==> config.mk <==
export PLATFORM = sky130hd
export DESIGN_NAME = ibex_wb_stage
export DESIGN_NICKNAME = d
export VERILOG_FILES = /design/src/rtl/ibex_wb_stage.sv
export SDC_FILE = /design/constraint.sdc
export NUM_CORES = 1
export LEC_CHECK = 0
export BUFFER_PORTS_ARGS = -buffer_cell sky130_fd_sc_hd__buf_4
export CAP_MARGIN = 25
export CORE_MARGIN = 2
export CORE_UTILIZATION = 25
export CTS_CLUSTER_SIZE = 28
export DETAILED_ROUTE_END_ITERATION = 10
export GPL_ROUTABILITY_DRIVEN = 1
export MAX_ROUTING_LAYER = met4
export SYNTH_ARGS = -nofsm -noshare
export SYNTH_HDL_FRONTEND = slang
export SYNTH_SLANG_ARGS = --single-unit
==> constraint.sdc <==
create_clock -name clk -period 3.9 [get_ports clk]
set_clock_uncertainty 0.2 [all_clocks]
set_input_delay 0.39 -clock clk [delete_from_list [all_inputs] [get_ports clk]]
set_output_delay 0.39 -clock clk [all_outputs]
set_load 0.01 [all_outputs]
==> src/rtl/ibex_wb_stage.sv <==
// Writeback buffer: 2-entry FIFO between EX and the register-file write port,
// with a combinational forwarding lookup over buffered entries and a retire counter.
module ibex_wb_stage #(
  parameter bit FWD_EN = 1'b1,
  parameter int DATA_W = 32
) (
  input  logic              clk,
  input  logic              rst,
  input  logic              ex_valid_i,
  output logic              ex_ready_o,
  input  logic              ex_we_i,
  input  logic [4:0]        ex_waddr_i,
  input  logic [DATA_W-1:0] ex_wdata_i,
  input  logic              flush_i,
  output logic              rf_we_o,
  output logic [4:0]        rf_waddr_o,
  output logic [DATA_W-1:0] rf_wdata_o,
  input  logic              rf_ready_i,
  input  logic [4:0]        fwd_raddr_i,
  output logic              fwd_hit_o,
  output logic [DATA_W-1:0] fwd_data_o,
  output logic [31:0]       retire_cnt_o
);

  logic              we_q    [2];
  logic [4:0]        waddr_q [2];
  logic [DATA_W-1:0] wdata_q [2];
  logic [1:0]        count_q;
  logic              rptr_q;
  logic              wptr_q;
  logic [31:0]       retire_cnt_q;

  logic push;
  logic pop;
  logic head_we;
  logic not_empty;

  assign not_empty  = (count_q != 2'd0);
  assign ex_ready_o = (count_q != 2'd2);
  assign head_we    = we_q[rptr_q];
  assign push       = ex_valid_i && ex_ready_o && !flush_i;
  // A head without a write drains immediately; a writing head waits for the port.
  assign pop        = not_empty && (!head_we || rf_ready_i);

  assign rf_we_o      = not_empty && head_we;
  assign rf_waddr_o   = not_empty ? waddr_q[rptr_q] : 5'd0;
  assign rf_wdata_o   = not_empty ? wdata_q[rptr_q] : '0;
  assign retire_cnt_o = retire_cnt_q;

  always_ff @(posedge clk) begin
    if (rst) begin
      count_q      <= 2'd0;
      rptr_q       <= 1'b0;
      wptr_q       <= 1'b0;
      retire_cnt_q <= 32'd0;
      for (int i = 0; i < 2; i++) begin
        we_q[i]    <= 1'b0;
        waddr_q[i] <= 5'd0;
        wdata_q[i] <= '0;
      end
    end else begin
      if (push) begin
        // x0 writes are demoted so they can never reach the register file.
        we_q[wptr_q]    <= ex_we_i && (ex_waddr_i != 5'd0);
        waddr_q[wptr_q] <= ex_waddr_i;
        wdata_q[wptr_q] <= ex_wdata_i;
      end
      if (pop) begin
        retire_cnt_q <= retire_cnt_q + 32'd1;
      end
      if (flush_i) begin
        count_q <= 2'd0;
        rptr_q  <= 1'b0;
        wptr_q  <= 1'b0;
      end else begin
        count_q <= count_q + {1'b0, push} - {1'b0, pop};
        if (push) wptr_q <= ~wptr_q;
        if (pop)  rptr_q <= ~rptr_q;
      end
    end
  end

  generate
    if (FWD_EN) begin : g_fwd
      logic old_hit;
      logic young_hit;
      logic young_idx;

      // With two entries the younger one sits just past the read pointer.
      assign young_idx = ~rptr_q;
      assign old_hit   = not_empty && we_q[rptr_q] && (waddr_q[rptr_q] == fwd_raddr_i)
                         && (fwd_raddr_i != 5'd0);
      assign young_hit = (count_q == 2'd2) && we_q[young_idx]
                         && (waddr_q[young_idx] == fwd_raddr_i) && (fwd_raddr_i != 5'd0);

      always_comb begin
        fwd_hit_o  = 1'b0;
        fwd_data_o = '0;
        if (young_hit) begin
          fwd_hit_o  = 1'b1;
          fwd_data_o = wdata_q[young_idx];
        end else if (old_hit) begin
          fwd_hit_o  = 1'b1;
          fwd_data_o = wdata_q[rptr_q];
        end
      end
    end else begin : g_no_fwd
      assign fwd_hit_o  = 1'b0;
      assign fwd_data_o = '0;
    end
  endgenerate

endmodule

# == After elaboration in Yosys (flattened, before gate mapping) ==
# Memories as Yosys holds them, arrays and structs flattened. A register that Yosys moved wholly into a read port is not among the register bits.
# Index checks and enable logic that the tools add are counted.
# op_classes
n_bitwise,2
n_reduce_logical,20
add_sub_neg,3
eq_ne,4
n_mux,26
# op_table
op,n
two-way mux 32 bit,4
"adder 32 x 1 -> 32 bit, second input constant",1
OR reduction 32 bit,1
two-way mux 1 bit,20
== test 5 bit,2
logical AND 1 bit,10
two-way mux 5 bit,2
nonzero test 5 bit,2
OR reduction 5 bit,1
adder 2 x 1 -> 2 bit,1
"== test 2 bit, second input constant",1
zero test 1 bit,2
"inequality test 2 bit, second input constant",1
NOT 1 bit,2
nonzero test 2 bit,1
OR reduction 2 bit,1
subtractor 2 x 1 -> 2 bit,1
logical OR 1 bit,1
OR reduction 1 bit,1
# totals
inputBits,48
regBits,36
ramBits,76
mem_count,3
word_cells,62
# mem_list
name,depth,width,read_ports,rd_clocked_by_memory_dff,wr,line_no,rtl
wdata_q,2,32,2,1,2,27,logic [DATA_W-1:0] wdata_q [2];
waddr_q,2,5,2,1,2,26,logic [4:0] waddr_q [2];
we_q,2,1,2,1,2,25,logic we_q [2];

# == Logic depth before layout (Yosys ltp) ==
# logic_depth
word_depth,8
mapped_depth,9
depth_no_buf,9

# == Least setup slack after synthesis ==
# No wires, ideal clock.
# synth_timing
path_kind,register -> register
from,register count_q[0]
to,"memory waddr_q[0][0], enable pin"
path_stages_with_launch,5
setup_time_ns,0.441
n_path_buf,0
path_slack_ns,0.549
arrival_ns,2.709
t_required_ns,3.259
cell_sequence,dfxtp_1 > nand2b_1 > nand2_1 > or2_1 > o21bai_1
# synth_lines
element,line_no,rtl
start: declaration,28,logic [1:0] count_q;
start signal: assignment,76,"count_q <= count_q + {1'b0, push} - {1'b0, pop};"
end: declaration,26,

# == Worst setup path in the final report ==
# layout_timing
from,register rptr_q
to,output port fwd_data_o[17]
# layout_between
elab_chain_len,6
word_cells_on_any_way,9
classes_between,1 x eq/ne; 1 x mux; 1 x bitwise; 3 x reduce/logical; 3 x memory
# layout_lines
element,line_no,rtl
start: declaration,29,logic rptr_q;
start signal: assignment,78,if (pop) rptr_q <= ~rptr_q;
NOT 1 bit (*),90,assign young_idx = ~rptr_q;
memory read (2 x 5 bit) or memory read (2 x 1 bit) (tied branches),-,
== test 5 bit or logical AND 1 bit (tied branches),"94, 93",
logical AND 1 bit (2 in a row),94,&& (waddr_q[young_idx] == fwd_raddr_i) && (fwd_raddr_i != 5'd0);
two-way mux 32 bit (*),99,if (young_hit) begin
end: declaration,21,"output logic [DATA_W-1:0] fwd_data_o,"
# Mark *: on every way between the ends. The rest lies on a longest branch, timed or not.

==> flow_metrics.py <==
metrics = {
    "global_routing": {
        "grt_first_pass_wirelength_um": 26710,
        "grt_pass1_vias": 4799,
        "total_global_routing_track_utilization": 0.1357,
        "global_route.usage.met2": 0.2263,
        "grt_start_max_net_pins": 42,
        "antenna_found_initial": 0,
        "grt.overflow.total": 0,
        "globalRouteMet1Util": 0.1616,
        "most_used_routing_layer_in_global_routing": "met2",
        "grtUsageMet3": 0.03758,
    },
    "clocking": {
        "post_cts_buffers": 0,
        "clock_tree.root_cell": "sky130_fd_sc_hd__clkbuf_16",
        "tritoncts": "yes",
        "clock-sinks": 113,
        "cts_inserted_buffers": 17,
        "ctsHoldBuffers": 0,
        "clock_latency_ns": 0.40,
        "clock_pin_transition_on_the_worst_setup_and_hold_timing_paths_ns": 0.06,
        "ctsLongestPathBuffers": 2,
        "htreeDepth": 4,
        "postCtsResizedCells": 0,
    },
    "placed_design": {
        "dp.final_hpwl_um": 11630,
        "dpl.cell_count": 1038,
        "placedInstanceArea_mm2": 0.007824,
        "finalWeightedCongestion": 0.7848,
        "io_buffer_count": 151,
    },
    "layout": {
        "layout.filler_cells": 2577,
        "post-route-cell-area_mm2": 0.008411,
        "area.growth.synth_to_final_pct": 33.06,
        "final_nets": 778,
        "fin_cells": 1071,
        "final_core_utilization": 0.3359,
        "post_route_cells_drive_above_1_share": 0.2770,
        "commonest_cells_after_routing_fill_and_taps_aside": "sky130_fd_sc_hd__buf_4, sky130_fd_sc_hd__and2_1, sky130_fd_sc_hd__mux2i_1, sky130_fd_sc_hd__edfxtp_1, sky130_fd_sc_hd__nor2_1",
        "mostFrequentLayoutCell": "sky130_fd_sc_hd__buf_4",
    },
    "min_path": {
        "worst_hold_path_type": "in2reg",
    },
    "synthesis": {
        "sequential_area_share_after_synthesis": 0.4782,
        "synth-seq-cells": 113,
        "syn_nets": 633,
        "synth_top_family_by_area": "simple AND/OR/NAND/NOR gates",
        "synth.distinct_cells": 42,
        "area_fraction_in_compound_gates_after_synthesis": 0.01643,
        "post_synthesis_share_of_cell_area_spent_on_full_adders_half_adders_and_majority_gates": 0.005938,
        "synth_edf_count": 76,
        "yosys.area_share.simple": 0.2324,
        "synth_mux_area_frac": 0.1787,
        "synth_ff_type": "sky130_fd_sc_hd__edfxtp_1",
        "yosys_warnings": 0,
        "synth_async_sr_flop_share": 0,
        "netlist_area_mm2": 0.006321,
        "syn_inst": 582,
        "syn_avg_cell_area_um2": 10.86,
        "yosys.area_share.xor_xnor": 0.05819,
    },
    "critical_path": {
        "worst-setup-path-type": "reg2out",
        "critical_path.max_stage_delay_ns": 0.61,
        "critical_path_required_ns": 3.31,
        "timing.critical_path.from_type": "register",
        "worstSetupEndpointType": "output pin",
        "worstPathCellList": "mux2i_1 > xnor2_1 > or4b_4 > nor3_4 > buf_4 > mux2i_1 > buf_4",
        "cp_max_delay_cell": "sky130_fd_sc_hd__dfxtp_2",
        "r2r_slack_ns": 1.20,
        "crit_path_max_fanout": 21,
        "crit_path_arrival_time_ns": 2.88,
    },
    "power_and_ir_drop": {
        "p_leak_nw": 3.295,
        "power.density_mw_per_mm2": 383.0,
        "worst_voltage_drop_across_the_vdd_grid_mv": 0.2518,
    },
    "sta": {
        "grt_setup_unrepaired": "false",
        "post-route-period-util": 0.8901,
        "timing.final.hold_violations": 0,
        "timing.fmax_mhz": 288.1,
        "setup-tns-final_ns": 0,
        "min_period_ns": 3.472,
        "timing.max_slew.rel_slack": 0.5328,
        "final-setup-viol-count": 0,
        "finalMaxSlewViolations": 0,
        "worst-slew-pin-transition_ns": 0.6944,
    },
    "die": {
        "die_height_um": 163.0,
        "placeableCoreArea_mm2": 0.02504,
        "die_w_um": 163.0,
        "initial_util": 0.2525,
        "floorplan.rows": 58,
        "ios": 152,
        "die_area_mm2": 0.02657,
    },
    "detailed_routing": {
        "detail_route.wl_per_cell_um": 16.25,
        "drc": 0,
        "vias_per_cell": 4.484,
        "drt-initial-drc-count": 170,
        "drt-pass1-iter-count": 4,
        "route.final.wire_length_um": 17410,
        "count_of_nets_left_with_antenna_violations_after_detail_routing": 0,
        "dr_total_vias": 4802,
    },
    "status": {
        "outcome": "finished clean",
    },
    "run": {
        "cap_violations": 0,
    },
}
## logic make-up after synthesis
group | count (synthesis)
simple gates | 257
xor+xnor | 42
buf+inv | 44
flops | 113
mux | 109
compound gates | 14
fa+ha+maj | 3
## area by class of cell
type | instances | area (um2) | area share
Sequential cell | 113 | 3025 | 0.3597
Multi-Input combinational cell | 425 | 3132 | 0.3724
Clock buffer | 17 | 425.4 | 0.05058
Timing Repair Buffer | 164 | 1231 | 0.1464
Tap cell | 330 | 412.9 | 0.04909
Clock inverter | 15 | 158.9 | 0.01889
Inverter | 6 | 22.52 | 0.002678
Antenna cell | 1 | 2.502 | 0.0002975
## cells in the mapped netlist (all sizes together), types with 3 or more instances
cell,n,area (um2)
and2,106,663.1
mux2i,78,780.8
edfxtp,76,2282
nor2,41,153.9
dfxtp,37,740.7
nand3,33,165.2
mux2,31,349.1
clkbuf,30,112.6
xnor2,26,227.7
nand4,19,118.9
xor2,16,140.1
nor3,12,71.32
nor4,12,75.07
nand2,11,41.29
buf,8,55.05
inv,6,22.52
and3,4,25.02
and4,4,35.03
a21oi,3,15.01
ha,3,37.54
nand3b,3,22.52
o21ai,3,15.01
or2,3,18.77
## stage by stage
step                      setup WS (ns)  power [mW]  hold slack (ns)
after floorplan                  0.5494       1.559           0.3495
after global placement           0.9315       1.702           0.3143
after detailed placement         0.8561       1.707           0.3246
after CTS                        0.4002       3.266          0.01412
after global routing             0.2434       3.355          0.01840
final                            0.4285       3.221          0.03756
## metal layers
metal / vias up / routed length (um)
met5: - / 0
met4: 0 / 134
met3: 8 / 977
met2: 118 / 8566
met1: 2313 / 7729
li1: 2363 / -
## report_power, final
group | switching, mW | internal [mW]
sequential | 0.0298 | 1.33
clock | 0.596 | 0.947
combinational | 0.180 | 0.137
total | 0.806 | 2.42
## registers in the layout (all words and copies together), names as in the netlist, named ones only
name and count:
wptr_q 1, count_q 2, wdata_q 64, we_q 2, waddr_q 10, rptr_q 1
retire_cnt_o 32
## worst max-delay path, delay by kind of cell, from the launching register on
| family | cells | cell delay (ns) |
|---|---|---|
| buffers and inverters | 2 | 0.51 |
| and+or+nand+nor | 2 | 0.66 |
| muxes | 2 | 0.55 |
| DFF | 1 | 0.61 |
| xor gates and xnor gates | 1 | 0.11 |
## final timing paths
check / depth (start not counted) / to / startpoint
min reg2reg: 2 / retire_cnt_o[31] / retire_cnt_o[31]
max reg2reg: 8 / count_q[1] / count_q[1]
max: 7 / fwd_data_o[17] / rptr_q
min: 2 / register / flush_i
Note: power is estimated with default switching activity, not from simulation.
